<file path="config.mk">
export PLATFORM = sky130hd
export DESIGN_NAME = rlwe_dmem_arbiter
export DESIGN_NICKNAME = d
export VERILOG_FILES = /design/src/rtl/rlwe_dmem_arb_pkg.sv /design/src/rtl/rlwe_arb_id_fifo.sv /design/src/rtl/rlwe_dmem_arbiter.sv
export SDC_FILE = /design/constraint.sdc
export NUM_CORES = 1
export LEC_CHECK = 0
export ABC_AREA = 1
export BUFFER_PORTS_ARGS = -buffer_cell sky130_fd_sc_hd__buf_2
export CORE_AREA = 2 2 123 125
export CTS_CLUSTER_DIAMETER = 40
export DETAILED_ROUTE_END_ITERATION = 8
export DIE_AREA = 0 0 125 127
export MAX_ROUTING_LAYER = met4
export PLACE_DENSITY = 0.56
export SETUP_SLACK_MARGIN = 0.2
export SLEW_MARGIN = 20
export SYNTH_ARGS = -nofsm -noshare
export SYNTH_HDL_FRONTEND = slang
export SYNTH_SLANG_ARGS = --single-unit
</file>
<file path="constraint.sdc">
create_clock -name clk -period 1.9 [get_ports clk]
set_input_delay 0.19 -clock clk [delete_from_list [all_inputs] [get_ports clk]]
set_output_delay 0.19 -clock clk [all_outputs]
set_load 0.01 [all_outputs]
</file>
<file path="src/rtl/rlwe_dmem_arb_pkg.sv">
// rlwe_dmem_arb_pkg: shared types for the RLWE dmem arbiter slice.
// Holds the memif handshake enums and data vector type, the arbiter state
// encoding, requester ID type and the round-robin pick helper.
`timescale 1ns/1ps

`ifndef SCR1_DMEM_AWIDTH
`define SCR1_DMEM_AWIDTH 32
`endif

package rlwe_dmem_arb_pkg;

    localparam int unsigned SCR1_XLEN = 32;

    typedef logic [SCR1_XLEN-1:0] type_vector;

    typedef enum logic {
        SCR1_MEM_CMD_RD = 1'b0,
        SCR1_MEM_CMD_WR = 1'b1
    } type_scr1_mem_cmd_e;

    typedef enum logic [1:0] {
        SCR1_MEM_WIDTH_BYTE  = 2'b00,
        SCR1_MEM_WIDTH_HWORD = 2'b01,
        SCR1_MEM_WIDTH_WORD  = 2'b10
    } type_scr1_mem_width_e;

    typedef enum logic [1:0] {
        SCR1_MEM_RESP_NOTRDY = 2'b00,
        SCR1_MEM_RESP_RDY_OK = 2'b01,
        SCR1_MEM_RESP_RDY_ER = 2'b10
    } type_scr1_mem_resp_e;

    typedef enum logic [1:0] {
        ARB_IDLE,
        ARB_LOCK_M0,
        ARB_LOCK_M1
    } type_rlwe_arb_state_e;

    // Requester ID: 0 = pipeline LSU, 1 = RLWE load/store engine.
    typedef logic type_rlwe_arb_id;

    localparam type_rlwe_arb_id RLWE_ARB_ID_M0 = 1'b0;
    localparam type_rlwe_arb_id RLWE_ARB_ID_M1 = 1'b1;

    localparam int unsigned RLWE_ARB_PERF_CNT_W = 32;

    // Round-robin pick: on a tie the master that was not granted last wins.
    function automatic type_rlwe_arb_id rlwe_arb_rr_pick(
        input logic            m0_req,
        input logic            m1_req,
        input type_rlwe_arb_id rr_last
    );
        if (m0_req && m1_req) begin
            return (rr_last == RLWE_ARB_ID_M1) ? RLWE_ARB_ID_M0 : RLWE_ARB_ID_M1;
        end else if (m1_req) begin
            return RLWE_ARB_ID_M1;
        end else begin
            return RLWE_ARB_ID_M0;
        end
    endfunction

endpackage

</file>
<file path="src/rtl/rlwe_arb_id_fifo.sv">
// rlwe_arb_id_fifo: in-order FIFO of requester IDs for accepted requests.
// The head entry names the master that owns the next returning response.
// full/empty decode from the registered count only, so a same-cycle pop
// never unblocks a push.
`timescale 1ns/1ps

module rlwe_arb_id_fifo
    import rlwe_dmem_arb_pkg::*;
#(
    parameter int unsigned DEPTH = 2
) (
    input  logic            clk,
    input  logic            rst,
    input  logic            push,
    input  type_rlwe_arb_id push_id,
    input  logic            pop,
    output logic            full,
    output logic            empty,
    output type_rlwe_arb_id head
);

    localparam int unsigned PW = (DEPTH > 1) ? $clog2(DEPTH) : 1;
    localparam int unsigned CW = $clog2(DEPTH + 1);

    logic [DEPTH-1:0] mem;
    logic [PW-1:0]    wr_ptr;
    logic [PW-1:0]    rd_ptr;
    logic [CW-1:0]    count;
    logic             push_en;
    logic             pop_en;

    function automatic logic [PW-1:0] ptr_inc(input logic [PW-1:0] ptr);
        return (ptr == PW'(DEPTH - 1)) ? '0 : ptr + PW'(1);
    endfunction

    assign full    = (count == CW'(DEPTH));
    assign empty   = (count == '0);
    assign push_en = push & ~full;
    assign pop_en  = pop & ~empty;
    assign head    = mem[rd_ptr];

    // ID storage, written at the tail on every accepted push
    always_ff @(posedge clk or posedge rst) begin
        if (rst) begin
            mem <= '0;
        end else if (push_en) begin
            mem[wr_ptr] <= push_id;
        end
    end

    // Pointers wrap modulo DEPTH; count tracks occupancy
    always_ff @(posedge clk or posedge rst) begin
        if (rst) begin
            wr_ptr <= '0;
            rd_ptr <= '0;
            count  <= '0;
        end else begin
            if (push_en) begin
                wr_ptr <= ptr_inc(wr_ptr);
            end
            if (pop_en) begin
                rd_ptr <= ptr_inc(rd_ptr);
            end
            case ({push_en, pop_en})
                2'b10:   count <= count + CW'(1);
                2'b01:   count <= count - CW'(1);
                default: count <= count;
            endcase
        end
    end

endmodule

</file>
<file path="src/rtl/rlwe_dmem_arbiter.sv">
// rlwe_dmem_arbiter: shares the core dmem port between the pipeline LSU (M0)
// and the RLWE polynomial/NTT load-store engine (M1). Round-robin arbitration
// with the grant locked until the fabric accepts; an ID FIFO steers each
// response back to its requester.
// Optional build macro: RLWE_DMEM_ARB_PERF_EN adds grant/stall counters.
`timescale 1ns/1ps

module rlwe_dmem_arbiter
    import rlwe_dmem_arb_pkg::*;
#(
    parameter int unsigned OUTST_DEPTH = 2,
    parameter int unsigned AW          = `SCR1_DMEM_AWIDTH
) (
    input  logic                 clk,
    input  logic                 rst,
    // M0: pipeline LSU
    input  logic                 m0_req,
    input  type_scr1_mem_cmd_e   m0_cmd,
    input  type_scr1_mem_width_e m0_width,
    input  logic [AW-1:0]        m0_addr,
    input  type_vector           m0_wdata,
    output logic                 m0_req_ack,
    output type_vector           m0_rdata,
    output type_scr1_mem_resp_e  m0_resp,
    // M1: RLWE load/store engine
    input  logic                 m1_req,
    input  type_scr1_mem_cmd_e   m1_cmd,
    input  type_scr1_mem_width_e m1_width,
    input  logic [AW-1:0]        m1_addr,
    input  type_vector           m1_wdata,
    output logic                 m1_req_ack,
    output type_vector           m1_rdata,
    output type_scr1_mem_resp_e  m1_resp,
    // Downstream dmem fabric
    output logic                 dmem_req,
    output type_scr1_mem_cmd_e   dmem_cmd,
    output type_scr1_mem_width_e dmem_width,
    output logic [AW-1:0]        dmem_addr,
    output type_vector           dmem_wdata,
    input  logic                 dmem_req_ack,
    input  type_vector           dmem_rdata,
    input  type_scr1_mem_resp_e  dmem_resp,
`ifdef RLWE_DMEM_ARB_PERF_EN
    input  logic                           perf_clr,
    output logic [RLWE_ARB_PERF_CNT_W-1:0] perf_m0_grants,
    output logic [RLWE_ARB_PERF_CNT_W-1:0] perf_m1_grants,
    output logic [RLWE_ARB_PERF_CNT_W-1:0] perf_stall_cycles,
`endif
    output logic                 orphan_resp
);

    type_rlwe_arb_state_e state;
    type_rlwe_arb_state_e state_next;
    type_rlwe_arb_id      rr_last;
    type_rlwe_arb_id      sel_id;
    type_rlwe_arb_id      head_id;
    logic                 cand_req;
    logic                 fifo_full;
    logic                 fifo_empty;
    logic                 push;
    logic                 pop;
    logic                 resp_valid;

    rlwe_arb_id_fifo #(
        .DEPTH (OUTST_DEPTH)
    ) i_id_fifo (
        .clk     (clk),
        .rst     (rst),
        .push    (push),
        .push_id (sel_id),
        .pop     (pop),
        .full    (fifo_full),
        .empty   (fifo_empty),
        .head    (head_id)
    );

    // Arbiter state register
    always_ff @(posedge clk or posedge rst) begin
        if (rst) begin
            state <= ARB_IDLE;
        end else begin
            state <= state_next;
        end
    end

    // Last granted master; reset to M1 so M0 wins the first tie
    always_ff @(posedge clk or posedge rst) begin
        if (rst) begin
            rr_last <= RLWE_ARB_ID_M1;
        end else if (push) begin
            rr_last <= sel_id;
        end
    end

    // Candidate selection, downstream request mux, acks and next state
    always_comb begin
        state_next = state;
        sel_id     = RLWE_ARB_ID_M0;
        cand_req   = 1'b0;
        dmem_cmd   = SCR1_MEM_CMD_RD;
        dmem_width = SCR1_MEM_WIDTH_BYTE;
        dmem_addr  = '0;
        dmem_wdata = '0;

        case (state)
            ARB_LOCK_M0: begin
                sel_id   = RLWE_ARB_ID_M0;
                cand_req = m0_req;
            end
            ARB_LOCK_M1: begin
                sel_id   = RLWE_ARB_ID_M1;
                cand_req = m1_req;
            end
            default: begin
                sel_id   = rlwe_arb_rr_pick(m0_req, m1_req, rr_last);
                cand_req = m0_req | m1_req;
            end
        endcase

        dmem_req = cand_req & ~fifo_full;

        if (dmem_req) begin
            if (sel_id == RLWE_ARB_ID_M1) begin
                dmem_cmd   = m1_cmd;
                dmem_width = m1_width;
                dmem_addr  = m1_addr;
                dmem_wdata = m1_wdata;
            end else begin
                dmem_cmd   = m0_cmd;
                dmem_width = m0_width;
                dmem_addr  = m0_addr;
                dmem_wdata = m0_wdata;
            end
        end

        push       = dmem_req & dmem_req_ack;
        m0_req_ack = push & (sel_id == RLWE_ARB_ID_M0);
        m1_req_ack = push & (sel_id == RLWE_ARB_ID_M1);

        case (state)
            ARB_IDLE: begin
                if (dmem_req && !dmem_req_ack) begin
                    state_next = (sel_id == RLWE_ARB_ID_M1) ? ARB_LOCK_M1 : ARB_LOCK_M0;
                end
            end
            default: begin
                // Accept releases the lock; a dropped request aborts it
                if (push || !cand_req) begin
                    state_next = ARB_IDLE;
                end
            end
        endcase
    end

    // Response routing to the FIFO-head master; empty FIFO means orphan
    always_comb begin
        resp_valid  = (dmem_resp != SCR1_MEM_RESP_NOTRDY);
        pop         = resp_valid & ~fifo_empty;
        orphan_resp = resp_valid & fifo_empty;
        m0_resp     = SCR1_MEM_RESP_NOTRDY;
        m1_resp     = SCR1_MEM_RESP_NOTRDY;
        if (pop) begin
            if (head_id == RLWE_ARB_ID_M1) begin
                m1_resp = dmem_resp;
            end else begin
                m0_resp = dmem_resp;
            end
        end
    end

    assign m0_rdata = dmem_rdata;
    assign m1_rdata = dmem_rdata;

`ifdef RLWE_DMEM_ARB_PERF_EN
    logic stall;

    assign stall = (m0_req | m1_req) & ~(m0_req_ack | m1_req_ack);

    // Saturating grant and stall counters with synchronous clear
    always_ff @(posedge clk or posedge rst) begin
        if (rst) begin
            perf_m0_grants    <= '0;
            perf_m1_grants    <= '0;
            perf_stall_cycles <= '0;
        end else if (perf_clr) begin
            perf_m0_grants    <= '0;
            perf_m1_grants    <= '0;
            perf_stall_cycles <= '0;
        end else begin
            if (m0_req_ack && (perf_m0_grants != '1)) begin
                perf_m0_grants <= perf_m0_grants + 1'b1;
            end
            if (m1_req_ack && (perf_m1_grants != '1)) begin
                perf_m1_grants <= perf_m1_grants + 1'b1;
            end
            if (stall && (perf_stall_cycles != '1)) begin
                perf_stall_cycles <= perf_stall_cycles + 1'b1;
            end
        end
    end
`endif

endmodule

</file>
==> flow_results.xml <==
<?xml version="1.0" encoding="UTF-8"?>
<metrics>
  <group name="run_status">
    <metric name="run_status" unit="">finished with violations</metric>
    <metric name="failing_checks" unit="">setup timing</metric>
  </group>
  <group name="power_and_ir_drop">
    <metric name="max-vdd-ir-drop" unit="V">0.000572</metric>
    <metric name="pwr-share-comb" unit="%">90.7</metric>
    <metric name="p_total" unit="W">0.00791</metric>
    <metric name="pwr-share-seq" unit="%">4.6</metric>
    <metric name="internal_power" unit="W">0.00416</metric>
    <metric name="clock_power_share" unit="%">4.7</metric>
    <metric name="power_switching" unit="W">0.00374</metric>
    <metric name="power_leakage" unit="nW">2.12</metric>
    <metric name="power-per-cell-area" unit="mW/mm2">1890</metric>
    <metric name="swShare" unit="%">47.3</metric>
  </group>
  <group name="cts">
    <metric name="tritoncts_num_sinks" unit="">9</metric>
    <metric name="insertion_delay_to_the_later_sink_of_the_worst_skew_pair" unit="ps">230</metric>
    <metric name="cts-root-to-sink-buffers" unit="">2</metric>
    <metric name="clock_pin_slew_of_the_registers_on_the_worst_case_setup_and_hold_paths" unit="ps">40</metric>
    <metric name="h-tree-depth" unit="">1</metric>
    <metric name="clock_tree_from_tritoncts" unit="">yes</metric>
    <metric name="cts_made_buffers" unit="">3</metric>
    <metric name="cts.root.buffer_cell" unit="">sky130_fd_sc_hd__clkbuf_16</metric>
  </group>
  <group name="global_route">
    <metric name="grt_max_degree" unit="">24</metric>
    <metric name="first_global_vias" unit="">2734</metric>
    <metric name="grt_util_all_layers" unit="%">12.0</metric>
    <metric name="antenna_violations_before_repair" unit="">1</metric>
    <metric name="grt_first_pass_wirelength" unit="um">14600</metric>
    <metric name="overflow" unit="">0</metric>
  </group>
  <group name="yosys">
    <metric name="synth_compound_area_share" unit="%">20.6</metric>
    <metric name="synth_cells" unit="">361</metric>
    <metric name="post_synth_main_area_contributors" unit="">sky130_fd_sc_hd__nor2_1 26%, sky130_fd_sc_hd__buf_4 25%, sky130_fd_sc_hd__o21ai_1 10%</metric>
    <metric name="synth_top_area_share" unit="%">25.9</metric>
    <metric name="synth.distinct_cells" unit="">21</metric>
    <metric name="yosys_register_bits" unit="">9</metric>
    <metric name="synth-simple-area-share" unit="%">32.0</metric>
    <metric name="yosys.area_share.xor_xnor" unit="%">1.31</metric>
    <metric name="synth.cell_area" unit="mm2">0.00200</metric>
    <metric name="synth_top_family_by_area" unit="">buffers and inverters</metric>
    <metric name="syn_area_per_cell" unit="um2">5.54</metric>
    <metric name="post-synth-top-area-cell" unit="">sky130_fd_sc_hd__nor2_1</metric>
    <metric name="synthMuxAreaShare" unit="%">0</metric>
    <metric name="synth-seq-area-share" unit="%">11.3</metric>
    <metric name="synth.yosys.warnings" unit="">0</metric>
    <metric name="post_synth_fa_ha_maj_area_fraction" unit="%">2.50</metric>
    <metric name="synth_fp_nets" unit="">538</metric>
  </group>
  <group name="route">
    <metric name="route.final.wire_length" unit="um">11200</metric>
    <metric name="vias_per_cell" unit="">4.19</metric>
    <metric name="routed_vias" unit="">3042</metric>
    <metric name="route.detailed.drc" unit="">0</metric>
    <metric name="route.antenna.remaining_nets" unit="">0</metric>
    <metric name="first_iter_violations" unit="">93</metric>
    <metric name="firstDrtPassIters" unit="">4</metric>
    <metric name="avgRoutedWirePerCell" unit="um">15.4</metric>
  </group>
  <group name="die">
    <metric name="initial_core_utilization" unit="%">13.9</metric>
    <metric name="io-pin-count" unit="">312</metric>
    <metric name="fp_rows" unit="">44</metric>
    <metric name="die_area" unit="mm2">0.0159</metric>
    <metric name="die_height" unit="um">127</metric>
    <metric name="die-width" unit="um">125</metric>
    <metric name="floorplan.core_area" unit="mm2">0.0144</metric>
  </group>
  <group name="sta">
    <metric name="timing.final.crit_share" unit="%">112</metric>
    <metric name="setup_repair_after_global_routing_missed_its_margin" unit="">true</metric>
    <metric name="worst_clock_skew" unit="ps">3.33</metric>
    <metric name="finalSetupViolations" unit="">71</metric>
    <metric name="fin_ws" unit="ps">-225</metric>
    <metric name="relSlewSlack" unit="%">74.8</metric>
    <metric name="worst-slew-pin-transition" unit="ps">377</metric>
    <metric name="finalMaxSlewViolations" unit="">0</metric>
    <metric name="final.min_clock_period" unit="ps">2130</metric>
    <metric name="hold_viol_final" unit="">0</metric>
    <metric name="whs" unit="ps">316</metric>
    <metric name="max_freq" unit="GHz">0.470</metric>
  </group>
  <group name="critical_path">
    <metric name="slowest_cell_on_the_critical_path" unit="">sky130_fd_sc_hd__dfrtp_1</metric>
    <metric name="crit_end" unit="">dmem_wdata[19]</metric>
    <metric name="cp_data_arrival_time" unit="ps">1940</metric>
    <metric name="cp_data_required_time" unit="ps">1710</metric>
    <metric name="critical_path.startpoint" unit="">state[1]$_DFFE_PP0P_</metric>
    <metric name="crit_chain" unit="">inv_2 &gt; ha_4 &gt; inv_4 &gt; o21ai_4 &gt; a21oi_4 &gt; buf_8 &gt; buf_12 &gt; buf_16 &gt; o21ai_2 &gt; nor2_1 &gt; buf_2</metric>
    <metric name="timing.critical_path.fanout_max" unit="">7</metric>
    <metric name="cp_buf_inv_count" unit="">6</metric>
    <metric name="cpLargestDelayFamily" unit="">buffers and inverters</metric>
    <metric name="timing.rr.end" unit="">i_id_fifo.count[1]$_DFFE_PP0P_</metric>
    <metric name="critical_path.startpoint_type" unit="">flop</metric>
    <metric name="timing.reg2reg.setup_slack" unit="ps">-140</metric>
    <metric name="r2r.worst_path.cells" unit="">12</metric>
    <metric name="rr_startpoint" unit="">state[1]$_DFFE_PP0P_</metric>
    <metric name="critical_path_class" unit="">reg -&gt; out</metric>
    <metric name="critical_path_cell_count" unit="">11</metric>
    <metric name="critPathCaptureType" unit="">primary output</metric>
    <metric name="cp_slowest_stage_delay" unit="ps">370</metric>
  </group>
  <group name="placement">
    <metric name="post-place-ws" unit="ps">-11.0</metric>
    <metric name="hpwl" unit="um">6530</metric>
    <metric name="place.gp.congestion" unit="">0.738</metric>
    <metric name="placement.cell_area" unit="mm2">0.00292</metric>
    <metric name="io_buffers" unit="">215</metric>
  </group>
  <group name="run">
    <metric name="cap_viol_max_count" unit="">0</metric>
  </group>
  <group name="layout">
    <metric name="final_layout_size_suffix_gt1_share" unit="%">69.9</metric>
    <metric name="postLayoutCoreUtil" unit="%">29.0</metric>
    <metric name="design_area" unit="mm2">0.00418</metric>
    <metric name="synthToLayoutAreaGrowth" unit="%">109</metric>
    <metric name="antenna-diode-count" unit="">0</metric>
    <metric name="design.final.nets" unit="">720</metric>
  </group>
  <group name="worst_hold_path">
    <metric name="worstHoldPathType" unit="">in -&gt; reg</metric>
    <metric name="hold_depth" unit="">3</metric>
    <metric name="worstHoldStart" unit="">dmem_req_ack</metric>
  </group>
</metrics>
-- power groups by stage --
stage / Combinational [W] / Sequential [W] / Clock (W)
after global routing: 0.00774 / 0.000373 / 0.000391
after global placement: 0.00410 / 0.000347 / 0
after detailed placement: 0.00411 / 0.000350 / 0
after floorplan: 0.00255 / 0.000337 / 0
after CTS: 0.00582 / 0.000351 / 0.000377
final: 0.00718 / 0.000361 / 0.000371
-- flip-flops by register name (all words and copies together), names as in the netlist --
name              flops
i_id_fifo.count       2
i_id_fifo.mem         2
state                 2
i_id_fifo.rd_ptr      1
i_id_fifo.wr_ptr      1
rr_last               1
-- final cells by class --
cell class                 count  area (um2)
clock buffer                   4        78.8
timing repair buffer         262        1980
sequential                     9         226
tap                          184         230
inverter                      16        78.8
multi-input combinational    251        1580
fill                        1552       10200
-- per-stage QoR --
stage,instances,setup TNS (ps)
after floorplan,361,0
after global placement,688,0
after detailed placement,688,-11.0
after CTS,713,-13600
after global routing,726,-19330
final,726,-12670
-- worst min path at each step --
stage / slack (ps) / to
2_1_floorplan: 20 / i_id_fifo.count[0]$_DFFE_PP0P_
3_3_place_gp: 180 / i_id_fifo.rd_ptr$_DFFE_PP0P_
3_5_place_dp: 180 / i_id_fifo.rd_ptr$_DFFE_PP0P_
4_1_cts: 310 / i_id_fifo.mem[1]$_DFFE_PP0P_
5_1_grt: 330 / i_id_fifo.mem[1]$_DFFE_PP0P_
6_report: 320 / i_id_fifo.mem[1]$_DFFE_PP0P_
-- logic make-up (layout without fill, tap and decap cells) --
| kind of cell | count (synthesis) | count (layout) |
|---|---|---|
| simple gates | 165 | 165 |
| xor+xnor | 3 | 3 |
| compound gates | 79 | 79 |
| buf+inv | 101 | 282 |
| flops | 9 | 9 |
| fa+ha+maj | 4 | 4 |
-- metal layers --
| layer | vias to the layer above | global-route usage (%) | wire (um) |
|---|---|---|---|
| met5 | - | - | 0 |
| met4 | 0 | 3.53 | 390 |
| met3 | 42 | 2.68 | 973 |
| met2 | 191 | 21.8 | 5600 |
| met1 | 1352 | 13.2 | 4190 |
| li1 | 1457 | - | - |
-- layout by cell type, fill, tap and decap left out, types with 11 or more instances in the layout --
cell / synthesis / final
sky130_fd_sc_hd__nand2_1: 15 / 12
sky130_fd_sc_hd__o21ai_1: 41 / 21
sky130_fd_sc_hd__nor2_1: 138 / 91
sky130_fd_sc_hd__nor2_2: 0 / 34
sky130_fd_sc_hd__buf_2: 14 / 213
sky130_fd_sc_hd__o21ai_2: 1 / 48
sky130_fd_sc_hd__nor2_4: 0 / 13
sky130_fd_sc_hd__inv_1: 14 / 11
sky130_fd_sc_hd__buf_16: 0 / 13
-- worst min-delay path: cells and delay by family --
kind / cells / cell delay (ps)
buffers and inverters: 1 / 130
AO/OA/AOI/OAI: 1 / 60
AND/OR/NAND/NOR: 1 / 130
-- what timing repair did --
item	in CTS	in global routing
resized for setup	69	115
hold endpoints to repair	8	0
hold buffers	1	0
setup buffers	10	5
pin swaps	4	39
gates cloned	10	8
setup endpoints to repair	71	78
-- cell usage after synthesis --
cell type,number
sky130_fd_sc_hd__a21oi_4,1
sky130_fd_sc_hd__o21ai_0,33
sky130_fd_sc_hd__o21ai_1,41
sky130_fd_sc_hd__inv_2,2
sky130_fd_sc_hd__dfstp_2,1
sky130_fd_sc_hd__a21oi_1,2
sky130_fd_sc_hd__nor2_1,138
sky130_fd_sc_hd__o21a_1,1
sky130_fd_sc_hd__nand3_1,3
sky130_fd_sc_hd__xnor2_1,1
sky130_fd_sc_hd__nand2_1,15
sky130_fd_sc_hd__ha_1,4
sky130_fd_sc_hd__dfrtp_1,8
sky130_fd_sc_hd__buf_4,66
sky130_fd_sc_hd__o21ai_2,1
sky130_fd_sc_hd__inv_1,14
sky130_fd_sc_hd__nor3_1,4
sky130_fd_sc_hd__buf_2,14
sky130_fd_sc_hd__clkbuf_1,5
sky130_fd_sc_hd__nand4_1,5
sky130_fd_sc_hd__xor2_1,2
Note: power is estimated with default switching activity, not from simulation.
